<file path="src/rtl/count_uart_tx_pkg.sv">
// Shared definitions for the count reporting UART.
// State codes and line levels used by the transmitter and its bench.
package count_uart_tx_pkg;

    typedef enum logic [1:0] {
        TX_IDLE  = 2'd0,
        TX_START = 2'd1,
        TX_DATA  = 2'd2,
        TX_STOP  = 2'd3
    } tx_state_e;

    localparam logic UART_IDLE  = 1'b1;
    localparam logic UART_START = 1'b0;
    localparam int   DATA_BITS  = 8;

endpackage

</file>
<file path="src/rtl/count_uart_tx_if.sv">
// Signal bundle between the S-Machine count output and the UART reporter.
// The master side drives count; the slave side drives the serial line.
interface count_uart_tx_if;

    logic [7:0] count;
    logic       tx;
    logic       busy;
    logic       overrun;

    modport master (
        output count,
        input  tx,
        input  busy,
        input  overrun
    );

    modport slave (
        input  count,
        output tx,
        output busy,
        output overrun
    );

endinterface

</file>
<file path="src/rtl/count_uart_tx_baud_counter.sv">
// Bit-period timer: counts 0..CLKS_PER_BIT-1 and flags the last cycle.
// Held at zero while clear is high so every bit starts from a fresh count.
module baud_counter #(
    parameter int CLKS_PER_BIT = 16
) (
    input  logic clk,
    input  logic reset,
    input  logic clear,
    output logic bit_done
);

    localparam int            CW   = $clog2(CLKS_PER_BIT);
    localparam logic [CW-1:0] LAST = CW'(CLKS_PER_BIT - 1);

    logic [CW-1:0] cnt_q;
    logic [CW-1:0] cnt_d;

    always_comb begin
        cnt_d = cnt_q + CW'(1);
        if (clear || cnt_q == LAST) begin
            cnt_d = '0;
        end
    end

    always_ff @(posedge clk) begin
        if (reset) begin
            cnt_q <= '0;
        end else begin
            cnt_q <= cnt_d;
        end
    end

    assign bit_done = (cnt_q == LAST);

endmodule

</file>
<file path="src/rtl/count_uart_tx.sv">
// Sends every new S-Machine count value as one UART 8N1 frame.
// One value is held while a frame is in flight; overwriting it pulses overrun.
module count_uart_tx
    import count_uart_tx_pkg::*;
#(
    parameter int CLKS_PER_BIT = 16
) (
    input  logic            clk,
    input  logic            reset,
    count_uart_tx_if.slave  bus
);

    if (CLKS_PER_BIT < 2) begin : g_bad_param
        $error("count_uart_tx: CLKS_PER_BIT must be at least 2");
    end

    tx_state_e  state_q;
    logic [7:0] prev_q;
    logic [7:0] pend_data_q;
    logic [7:0] pend_data_d;
    logic       pend_v_q;
    logic       pend_v_d;
    logic [7:0] shift_q;
    logic [2:0] idx_q;
    logic       tx_q;
    logic       busy_q;
    logic       ovr_q;
    logic       ovr_d;

    logic       change;
    logic       consume;
    logic       clear;
    logic       bit_done;

    assign change  = (bus.count != prev_q);
    assign consume = (state_q == TX_IDLE) && pend_v_q;
    assign clear   = (state_q == TX_IDLE);

    baud_counter #(
        .CLKS_PER_BIT (CLKS_PER_BIT)
    ) u_baud (
        .clk      (clk),
        .reset    (reset),
        .clear    (clear),
        .bit_done (bit_done)
    );

    // A change landing on the consume edge refills the slot without overrun.
    always_comb begin
        pend_v_d    = pend_v_q;
        pend_data_d = pend_data_q;
        ovr_d       = 1'b0;
        if (change) begin
            pend_v_d    = 1'b1;
            pend_data_d = bus.count;
            ovr_d       = pend_v_q && !consume;
        end else if (consume) begin
            pend_v_d = 1'b0;
        end
    end

    always_ff @(posedge clk) begin
        if (reset) begin
            state_q     <= TX_IDLE;
            prev_q      <= 8'h00;
            pend_data_q <= 8'h00;
            pend_v_q    <= 1'b0;
            shift_q     <= 8'h00;
            idx_q       <= 3'd0;
            tx_q        <= UART_IDLE;
            busy_q      <= 1'b0;
            ovr_q       <= 1'b0;
        end else begin
            prev_q      <= bus.count;
            pend_data_q <= pend_data_d;
            pend_v_q    <= pend_v_d;
            ovr_q       <= ovr_d;
            unique case (state_q)
                TX_IDLE: begin
                    tx_q   <= UART_IDLE;
                    busy_q <= 1'b0;
                    if (pend_v_q) begin
                        shift_q <= pend_data_q;
                        state_q <= TX_START;
                        tx_q    <= UART_START;
                        busy_q  <= 1'b1;
                    end
                end
                TX_START: begin
                    if (bit_done) begin
                        state_q <= TX_DATA;
                        idx_q   <= 3'd0;
                        tx_q    <= shift_q[0];
                    end
                end
                TX_DATA: begin
                    if (bit_done) begin
                        if (idx_q == 3'd7) begin
                            state_q <= TX_STOP;
                            idx_q   <= 3'd0;
                            tx_q    <= UART_IDLE;
                        end else begin
                            idx_q   <= idx_q + 3'd1;
                            shift_q <= {1'b0, shift_q[7:1]};
                            tx_q    <= shift_q[1];
                        end
                    end
                end
                TX_STOP: begin
                    if (bit_done) begin
                        state_q <= TX_IDLE;
                        tx_q    <= UART_IDLE;
                        busy_q  <= 1'b0;
                    end
                end
                default: begin
                    state_q <= TX_IDLE;
                    tx_q    <= UART_IDLE;
                    busy_q  <= 1'b0;
                end
            endcase
        end
    end

    assign bus.tx      = tx_q;
    assign bus.busy    = busy_q;
    assign bus.overrun = ovr_q;

endmodule
</file>
<file path="src/flat_wrapper.sv">
// flat-port wrapper written by rule: the top's interface ports become plain ports
module count_uart_tx_flat import count_uart_tx_pkg::*;
#(
    parameter int CLKS_PER_BIT = 16
)
  (clk, reset, bus_count, bus_tx, bus_busy, bus_overrun);
  count_uart_tx_if bus_i ();
  input  logic clk;
  input  logic reset;
  input wire logic [$bits(bus_i.count)-1:0] bus_count;
  output wire logic [$bits(bus_i.tx)-1:0] bus_tx;
  output wire logic [$bits(bus_i.busy)-1:0] bus_busy;
  output wire logic [$bits(bus_i.overrun)-1:0] bus_overrun;
  assign bus_i.count = bus_count;
  assign bus_tx = bus_i.tx;
  assign bus_busy = bus_i.busy;
  assign bus_overrun = bus_i.overrun;
  count_uart_tx #(.CLKS_PER_BIT(CLKS_PER_BIT)) u_core (.clk(clk), .reset(reset), .bus(bus_i));
endmodule
</file>
<file path="config.mk">
export PLATFORM = sky130hd
export DESIGN_NAME = count_uart_tx_flat
export DESIGN_NICKNAME = d
export VERILOG_FILES = /design/src/rtl/count_uart_tx_pkg.sv /design/src/rtl/count_uart_tx_if.sv /design/src/rtl/count_uart_tx_baud_counter.sv /design/src/rtl/count_uart_tx.sv /design/src/flat_wrapper.sv
export SDC_FILE = /design/constraint.sdc
export NUM_CORES = 1
export LEC_CHECK = 0
export ABC_AREA = 0
export CAP_MARGIN = 25
export CORE_MARGIN = 2
export CORE_UTILIZATION = 35
export DETAILED_ROUTE_END_ITERATION = 7
export PLACE_DENSITY = 0.61
export SYNTH_ARGS = -nofsm -noshare
export SYNTH_HDL_FRONTEND = slang
export SYNTH_SLANG_ARGS = --single-unit
export TNS_END_PERCENT = 100
</file>
<file path="constraint.sdc">
create_clock -name clk -period 2.27 [get_ports clk]
set_input_delay 0.5675 -clock clk [delete_from_list [all_inputs] [get_ports clk]]
set_output_delay 0.5675 -clock clk [all_outputs]
set_load 0.02 [all_outputs]
</file>
-- After elaboration in Yosys (flattened, before gate mapping)
Cells that the tools add are included.
- logic and storage cells: 66
- output and inout bits: 3
- input port bits: 10
- register bits: 37
- eq/ne operators: 12
- mux-type cells: 25
- $add $sub $neg: 2
- bitwise gates (word level): 1
- reductions and logical operators: 16
- operators by type and width (operator ; number):
    $mux W8 ; 3
    $pmux W8 S2 ; 1
    $mux W2 ; 5
    $ne A2 B1 Y1 const B ; 5
    $mux W1 ; 9
    $mux W3 ; 3
    $ne A8 B8 Y1 ; 1
    $pmux W2 S4 ; 1
    $reduce_bool A2 Y1 ; 4
    $pmux W3 S2 ; 1
    $reduce_and A3 Y1 ; 2
    $reduce_and A5 Y1 ; 1
    $add A4 B1 Y4 const B ; 1
    $eq A2 B2 Y1 const B ; 2
    $eq A4 B4 Y1 const B ; 1
    $pmux W1 S4 ; 1
    $reduce_and A4 Y1 ; 1
    $reduce_or A2 Y1 ; 2
    $add A3 B1 Y3 const B ; 1
    $eq A3 B3 Y1 const B ; 1
    $eq A2 B1 Y1 const B ; 1
    $logic_and A1 B1 Y1 ; 2
    $logic_not A2 Y1 ; 1
    $ne A2 B2 Y1 const B ; 1
    5 further kinds ; 5

-- Longest topological paths before layout
Gate-level depths: netlist of the first run.
- word-level depth: 4
- depth in mapped cells: 8
- gate-level depth less buffers: 6

-- Hierarchy
From an unflattened synthesis of the first run, not the netlist that was laid out.
- cell total of the unflattened synthesis: 166
- area total of the unflattened synthesis: 1616.6 um2
- modules (own cells, without submodules) (module ; area each (um2) ; cells each ; times used):
    count_uart_tx ; 1458.9 ; 150 ; 1
    baud_counter ; 157.7 ; 16 ; 1

-- Worst setup path before layout of the first run
OpenSTA, ideal clock, no wires.
- path type: reg2reg
- start point: register u_core.idx_q[0]
- end point: register u_core.shift_q[4]
- period minus slack after synthesis: 1.562 ns
- path slack: 0.708 ns
- stages on the path, launching flop included: 8
- setup time: 0.086 ns
- arrival: 1.477 ns
- cells stage by stage: dfxtp_1 ha_1 ha_1 nand4b_1 a21oi_2 buf_6 nor2_1 a211oi_1
- longest elaborated chain between the ends: 3
- ends and longest elaborated chain (element ; RTL line ; RTL):
    start: declaration ; count_uart_tx.sv:24 ; logic [2:0] idx_q;
    start signal: assignment ; count_uart_tx.sv:103 ; idx_q <= idx_q + 3'd1;
    $eq A3 B3 Y1 ; count_uart_tx.sv:98 ; if (idx_q == 3'd7) begin
    $ne A2 B2 Y1 (no line) ; -- ;
    $reduce_and A4 Y1 (no line) ; -- ;
    end signal: assignment ; count_uart_tx.sv:83 ; shift_q <= pend_data_q;
    end signal: assignment ; count_uart_tx.sv:104 ; shift_q <= {1'b0, shift_q[7:1]};
    end: declaration ; count_uart_tx.sv:23 ; logic [7:0] shift_q;
Every way passes these cells.
A chain may end at the register's enable or synchronous reset.

-- Worst setup path in the final report of the first run
- start point: register u_core.state_q[0]
- end point: register u_core.shift_q[7]
- longest elaborated chain between the ends: 3
- elaborated cells on any way between the ends: 8
- ends and longest elaborated chain (element ; RTL line ; RTL):
    start: declaration ; count_uart_tx.sv:17 ; tx_state_e state_q;
    start signal: assignment ; count_uart_tx.sv:64 ; state_q <= TX_IDLE;
    start signal: assignment ; count_uart_tx.sv:84 ; state_q <= TX_START;
    start signal: assignment ; count_uart_tx.sv:91 ; state_q <= TX_DATA;
    $eq A2 B2 Y1 / $logic_not A2 Y1 (equally long branches) ; count_uart_tx.sv:78 ; unique case (state_q)
    $ne A2 B2 Y1 (no line) (tied with other cells) ; -- ;
    $reduce_and A4 Y1 (no line) ; -- ;
Several ways; a longest one is shown, not always the timed one.

==> results of run 1 <==
## layout make-up
class                           instances  area, sq um  area share
Multi-Input combinational cell        112        809.5      0.4276
Sequential cell                        37        740.7      0.3913
Timing Repair Buffer                   17        157.7     0.08328
Clock buffer                            8        80.08     0.04230
Tap cell                               54        67.56     0.03569
Inverter                               10        37.54     0.01983
## metrics by stage
step                cell area [sq um]  setup slack [ns]  cells  hold slack (ns)
floorplan                        1660            0.7078    170           0.4395
global placement                 1813            0.1941    230           0.4523
detailed placement               1813            0.1973    230           0.4554
CTS                              1893            0.4617    238           0.4659
global route                     1893            0.2831    238           0.4851
finish                           1893            0.4618    238           0.4609
## critical path, cell delays in order, from the launching register on
cell and delay, ns:
dfxtp_1 0.34, inv_1 0.09, ha_1 0.44, mux2i_1 0.36, a21oi_2 0.05, buf_4 0.19, nand2b_1 0.15, a21oi_1 0.13
## per-layer routing
layer  up-vias  track usage
met5         -            0
met2        14       0.1758
met4         0      0.05556
li1        634            -
met1       552       0.1583
met3         5      0.03729
## power by group through the flow
stage               Sequential (W)  Combinational [W]  Clock, W
floorplan                 0.000848           0.000505         0
global placement          0.000843           0.000641         0
detailed placement        0.000844           0.000648         0
CTS                       0.000832           0.000650  0.000446
global route              0.000845           0.000729  0.000472
finish                    0.000832           0.000643  0.000429
## flip-flops by register name, indices dropped and copies added (netlist names)
register             cells
u_core.bus.busy          1
u_core.bus.overrun       1
u_core.bus.tx            1
u_core.idx_q             3
u_core.pend_data_q       8
u_core.pend_v_q          1
u_core.prev_q            8
u_core.shift_q           8
u_core.state_q           2
u_core.u_baud.cnt_q      4
## layout by cell type (no fill, tap or decap), types with 2 or more instances in the layout
cell type,n
a211oi_1,8
a21oi_1,6
a21oi_2,3
a32oi_1,4
buf_4,5
clkbuf_1,3
clkbuf_8,5
clkdlybuf4s50_1,12
dfxtp_1,37
ha_1,7
inv_1,10
mux2i_1,9
nand2_1,2
nand2b_1,3
nor2_1,16
nor2b_1,9
nor3_1,2
nor4b_1,2
o21ai_0,12
o41ai_1,8
xnor2_1,9
## worst min-delay path by stage
stage,from,end,slack [ns]
final,u_core.pend_data_q[6],u_core.pend_data_q[6],0.46
after global routing,u_core.pend_data_q[3],u_core.pend_data_q[3],0.49
after CTS,u_core.pend_data_q[6],u_core.pend_data_q[6],0.47
after detailed placement,u_core.pend_data_q[6],u_core.pend_data_q[6],0.46
after global placement,u_core.pend_data_q[6],u_core.pend_data_q[6],0.45
after floorplan,u_core.pend_data_q[5],u_core.pend_data_q[5],0.44
## kinds of logic (layout without fill, tap and decap cells)
| group | after synthesis | count (layout) | share of synthesized area |
|---|---|---|---|
| simple gates | 44 | 44 | 0.1530 |
| compound gates | 43 | 43 | 0.1801 |
| flops | 37 | 37 | 0.4461 |
| buf+inv | 21 | 35 | 0.06632 |
| xor+xnor | 9 | 9 | 0.04748 |
| mux | 9 | 9 | 0.05426 |
| fa+ha+maj | 7 | 7 | 0.05275 |
==> results by group, run 1 <==
Outcome
  – Status: finished clean

Placed design
  – Post-DP HPWL: 1942 um
  – Input/output buffers: 12
  – Gpl congestion: 0.6690

Final layout
  – Layout fillers: 478
  – Nets: 200
  – Share of cells above drive strength 1: 0.08152
  – Final design utilization: 0.4062
  – Layout area overhead: 14.02%
  – N_diodes: 0

Critical path
  – R2R Path End: u_core.shift_q[7]
  – Setup Crit Path Kind: reg -> reg
  – Critical Path AT: 2.03 ns
  – Setup crit end kind: register
  – R2R Path Start: u_core.state_q[0]
  – Worst setup path start: u_core.state_q[0]
  – R2R cell count: 7
  – CP max FO: 15
  – Worst R2R Setup Slack: 0.46 ns
  – Critical Path RT: 2.49 ns
  – Worst Setup EP: u_core.shift_q[7]
  – CP Launch Type: register

GRT
  – Tot GR Track Use: 0.1191
  – Vias in the first global route: 1108
  – Antenna violations before repair: 0
  – First-pass GRT wire length: 4954 um
  – Gr ovfl total: 0
  – Maximum number of pins on one net before global-route repair: 24

CTS
  – Clock slew at reported path FFs: 0.07 ns
  – H-tree depth: 2
  – CTS-repair resized insts: 0
  – CTS sink count: 37
  – Worst skew pair latency: 0.28 ns
  – Hold_buf cts: 0
  – Clk buf depth: 2
  – CTS tree: built
  – CTS Buf Count: 5
  – Buffer count from post-CTS setup fixing: 0
  – Root buffer cell: clkbuf_8

Floorplanning
  – Cell Rows: 25
  – Width of the die: 72.88 um
  – Top-Level Pins: 13
  – Die Y-Extent: 72.88 um
  – DIE AREA: 0.005311 sq mm
  – Core Region: 0.004661 sq mm
  – Initial core utilization: 0.3562

Routing
  – Routed wire length: 2767 um
  – Average wire per standard cell: 11.63 um
  – Vias per Instance: 5.063
  – Final ANT Viol Nets: 0
  – Pre-antenna DRT Iters: 4
  – Total number of vias: 1205
  – Met2 Routed Length: 1203 um
  – Top Layer Used: met4
  – Initial drt markers: 63
  – Post-route DRC: 0
  – M1 WL: 1415 um
  – Met3 Routed Length: 86 um

Power
  – Net Sw Power: 0.0006322 W
  – Sw frac: 0.3318
  – Register share of total power: 0.437
  – Leakage: 0.6910 nW
  – Clk network pwr share: 0.225
  – Pwr per Cell Area: 1006 mW/mm^2
  – Total power: 0.001905 W
  – P_int: 0.001273 W
  – Power share of the combinational group: 0.338
  – VDD IR max: 0.6913 mV

Timing
  – Crit path time final: 1.808 ns
  – Fmax: 553.1 MHz
  – Worst Clk Skew: 0.001985 ns
  – RSZ-0062 raised after global routing: no
  – Count of pins over their slew limit: 0
  – Endpoints failing hold: 0
  – Worst rel slew slack: 0.7021
  – TNS Setup: 0 ns
  – Period utilization: 0.7965
  – Final setup fails: 0
  – Worst Tran Pin Value: 0.4469 ns

Yosys
  – Top-area cell type share of the netlist area: 0.4461
  – Synth top cells by count: dfxtp_1, nor2_1, o21ai_0, inv_1
  – Library cells used by synthesis: 34
  – Post-synthesis cell area: 0.001660 sq mm
  – Syn Nets: 187
  – Largest area contributor in the netlist: dfxtp_1
  – Post-synthesis async set-or-reset flop share: 0
  – Seq/Total Area, Yosys: 0.4461
  – Synth Warn #: 0
  – Syn Area/Cell: 9.767 sq um
  – Post-synth EDFFs: 0
  – Top cells by area, synth: dfxtp_1, mux2i_1, ha_1, xnor2_1, o41ai_1
  – Count leader, synth: dfxtp_1
  – Mapped Cells: 170
  – Ys flop type: dfxtp_1
  – FF+latch count, synth: 37

Job
  – Max cap viols: 0

Min path
  – Worst hold path class: reg -> reg
  – Hold path depth: 2
(Power assumes the default switching activity.)
==> inputs of run 2 (changes only) <==
- PLACE_DENSITY: 0.61 -> 0.63
- clock period: 2.27 -> 1.6 ns (I/O delays scaled with it)
==> results by group, run 2 (synthesized netlist as in run 1, its figures left out) <==
GRT
  – Tot GR Track Use: 0.1271 (+0.007964)
  – Gr ovfl total: 0 (unchanged)
  – First-pass GRT wire length: 5271 um (+6.4%)
  – Antenna violations before repair: 0 (unchanged)
  – Maximum number of pins on one net before global-route repair: 38 (+58%)
  – Vias in the first global route: 1173 (+5.9%)

Placed design
  – Input/output buffers: 12 (unchanged)
  – Post-DP HPWL: 1938 um (-0.22%)
  – Gpl congestion: 0.6964 (+4.1%)
  – Placement Cell Area: 0.001883 sq mm (+3.9%)
  – Cells after DPL: 236 (+2.6%)

Power
  – Register share of total power: 0.378 (-0.059)
  – VDD IR max: 0.8477 mV (+23%)
  – Sw frac: 0.3318 (about the same)
  – Power share of the combinational group: 0.413 (+0.075)
  – Clk network pwr share: 0.209 (-0.016)
  – Pwr per Cell Area: 1481 mW/mm^2 (+47%)
  – Leakage: 0.7727 nW (+12%)
  – Net Sw Power: 0.001047 W (+66%)
  – P_int: 0.002108 W (+66%)
  – Total power: 0.003155 W (+66%)

Routing
  – Routed wire length: 3033 um (+9.6%)
  – Total number of vias: 1251 (+3.8%)
  – Post-route DRC: 0 (unchanged)
  – Pre-antenna DRT Iters: 4 (unchanged)
  – Final ANT Viol Nets: 0 (unchanged)
  – Average wire per standard cell: 12.33 um (+6.0%)
  – Vias per Instance: 5.085 (+0.44%)
  – Initial drt markers: 45 (-29%)

Final layout
  – Share of cells above drive strength 1: 0.2344 (+0.1529)
  – Layout area overhead: 28.26%
  – Most common cell after layout, fill and taps aside: dfxtp_1
  – Finished Layout Cells: 246 (+3.4%)
  – Commonest cells after routing, fill and taps aside: dfxtp_1, nor2_1, o21ai_0
  – Final Instance Area: 0.002130 sq mm (+12%)
  – Top Registers: u_core.pend_data_q x8, u_core.prev_q x8, u_core.shift_q x8
  – N_diodes: 0 (unchanged)
  – Nets: 209 (+4.5%)

Critical path
  – R2R cell count: 7 (unchanged)
  – Critical Path AT: 1.72 ns (-0.31 ns)
  – Setup crit end kind: register
  – CP max FO: 7 (-8)
  – CP Launch Type: register
  – Critical Path RT: 1.77 ns (-0.72 ns)
  – Setup Crit Path Kind: reg -> reg

Floorplanning
  – Cell Rows: 25 (unchanged)
  – Die Y-Extent: 72.88 um (unchanged)
  – Initial core utilization: 0.3562 (unchanged)
  – Core Region: 0.004661 sq mm (unchanged)
  – DIE AREA: 0.005311 sq mm (unchanged)
  – Top-Level Pins: 13 (unchanged)
  – Width of the die: 72.88 um (unchanged)

Timing
  – Count of pins over their slew limit: 0 (unchanged)
  – Final setup fails: 0 (unchanged)
  – Fmax: 648.4 MHz (+17%)
  – Worst Clk Skew: 0.005359 ns (+0.003374 ns)
  – Endpoints failing hold: 0 (unchanged)
  – Period utilization: 0.9639 (+0.1674)
  – Worst rel slew slack: 0.7632 (+0.06113)
  – Hold WS: 0.4629 ns (+0.002058 ns)
  – TNS Setup: 0 ns (unchanged)
  – Worst Tran Pin Value: 0.3515 ns (-0.09541 ns)
  – Crit path time final: 1.542 ns (-0.2659 ns)

Job
  – Max cap viols: 0 (unchanged)

CTS
  – Clock slew at reported path FFs: 0.07 ns (about the same)
  – CTS tree: built
  – CTS Buf Count: 5 (unchanged)
  – H-tree depth: 2 (unchanged)
  – Clk buf depth: 2 (unchanged)
  – Worst skew pair latency: 0.29 ns (about the same)
  – CTS sink count: 37 (unchanged)
  – Root buffer cell: clkbuf_8

Min path
  – Worst hold path class: reg -> reg
  – Hold path depth: 2 (unchanged)

Outcome
  – Status: finished clean
[run 2: through the flow]
stage          setup slack (ns)  utilization
6_report                0.05774       0.4569
5_1_grt               -0.001215       0.4569
3_5_place_dp            -0.1831       0.4040
3_3_place_gp            -0.1403       0.4040
4_1_cts                0.001505       0.4336
2_1_floorplan           0.03776            -
[run 2: metal layers]
metal  global-route usage  wire [um]  up-vias
met3              0.04144         99        5
met5                    0          0        -
li1                     -          -      649
met4              0.05556         51        0
met1               0.1689       1527      580
met2               0.1879       1354       17
[run 2: final cells by class]
cell class,count,area (sq um)
fill,441,2531
timing repair buffer,26,266.5
tap,54,67.56
sequential,37,745.7
multi-input combinational,112,925.9
clock buffer,7,86.33
inverter,10,37.54
[run 2: worst max-delay path, cell delays in order, from the launching register on]
cell,delay (ns)
dfxtp_2,0.34
ha_4,0.16
ha_4,0.15
nand4b_1,0.22
a21oi_4,0.22
buf_4,0.16
buf_16,0.12
a211oi_1,0.06
[run 2: power by group through the flow]
stage | sequential [W] | clock, W | combinational [W]
floorplan | 0.00120 | 0 | 0.000716
global placement | 0.00120 | 0 | 0.00100
detailed placement | 0.00120 | 0 | 0.00102
CTS | 0.00118 | 0.000680 | 0.00117
global route | 0.00121 | 0.000709 | 0.00145
finish | 0.00119 | 0.000658 | 0.00130
[run 2: worst paths after layout]
check,slack [ns],start,endpoint
worst min register to register,0.46,u_core.pend_data_q[5],u_core.pend_data_q[5]
worst max register to register,0.06,u_core.idx_q[0],u_core.shift_q[5]
worst max-delay path,0.06,u_core.idx_q[0],u_core.shift_q[5]
worst min-delay path,0.46,u_core.pend_data_q[5],u_core.pend_data_q[5]
[run 2: what timing repair did]
action,in CTS,in global routing
pin swaps,2,9
cloned,1,0
hold buffers,0,0
endpoints found under the setup margin,7,15
resized for setup,9,21
setup buffers,1,1
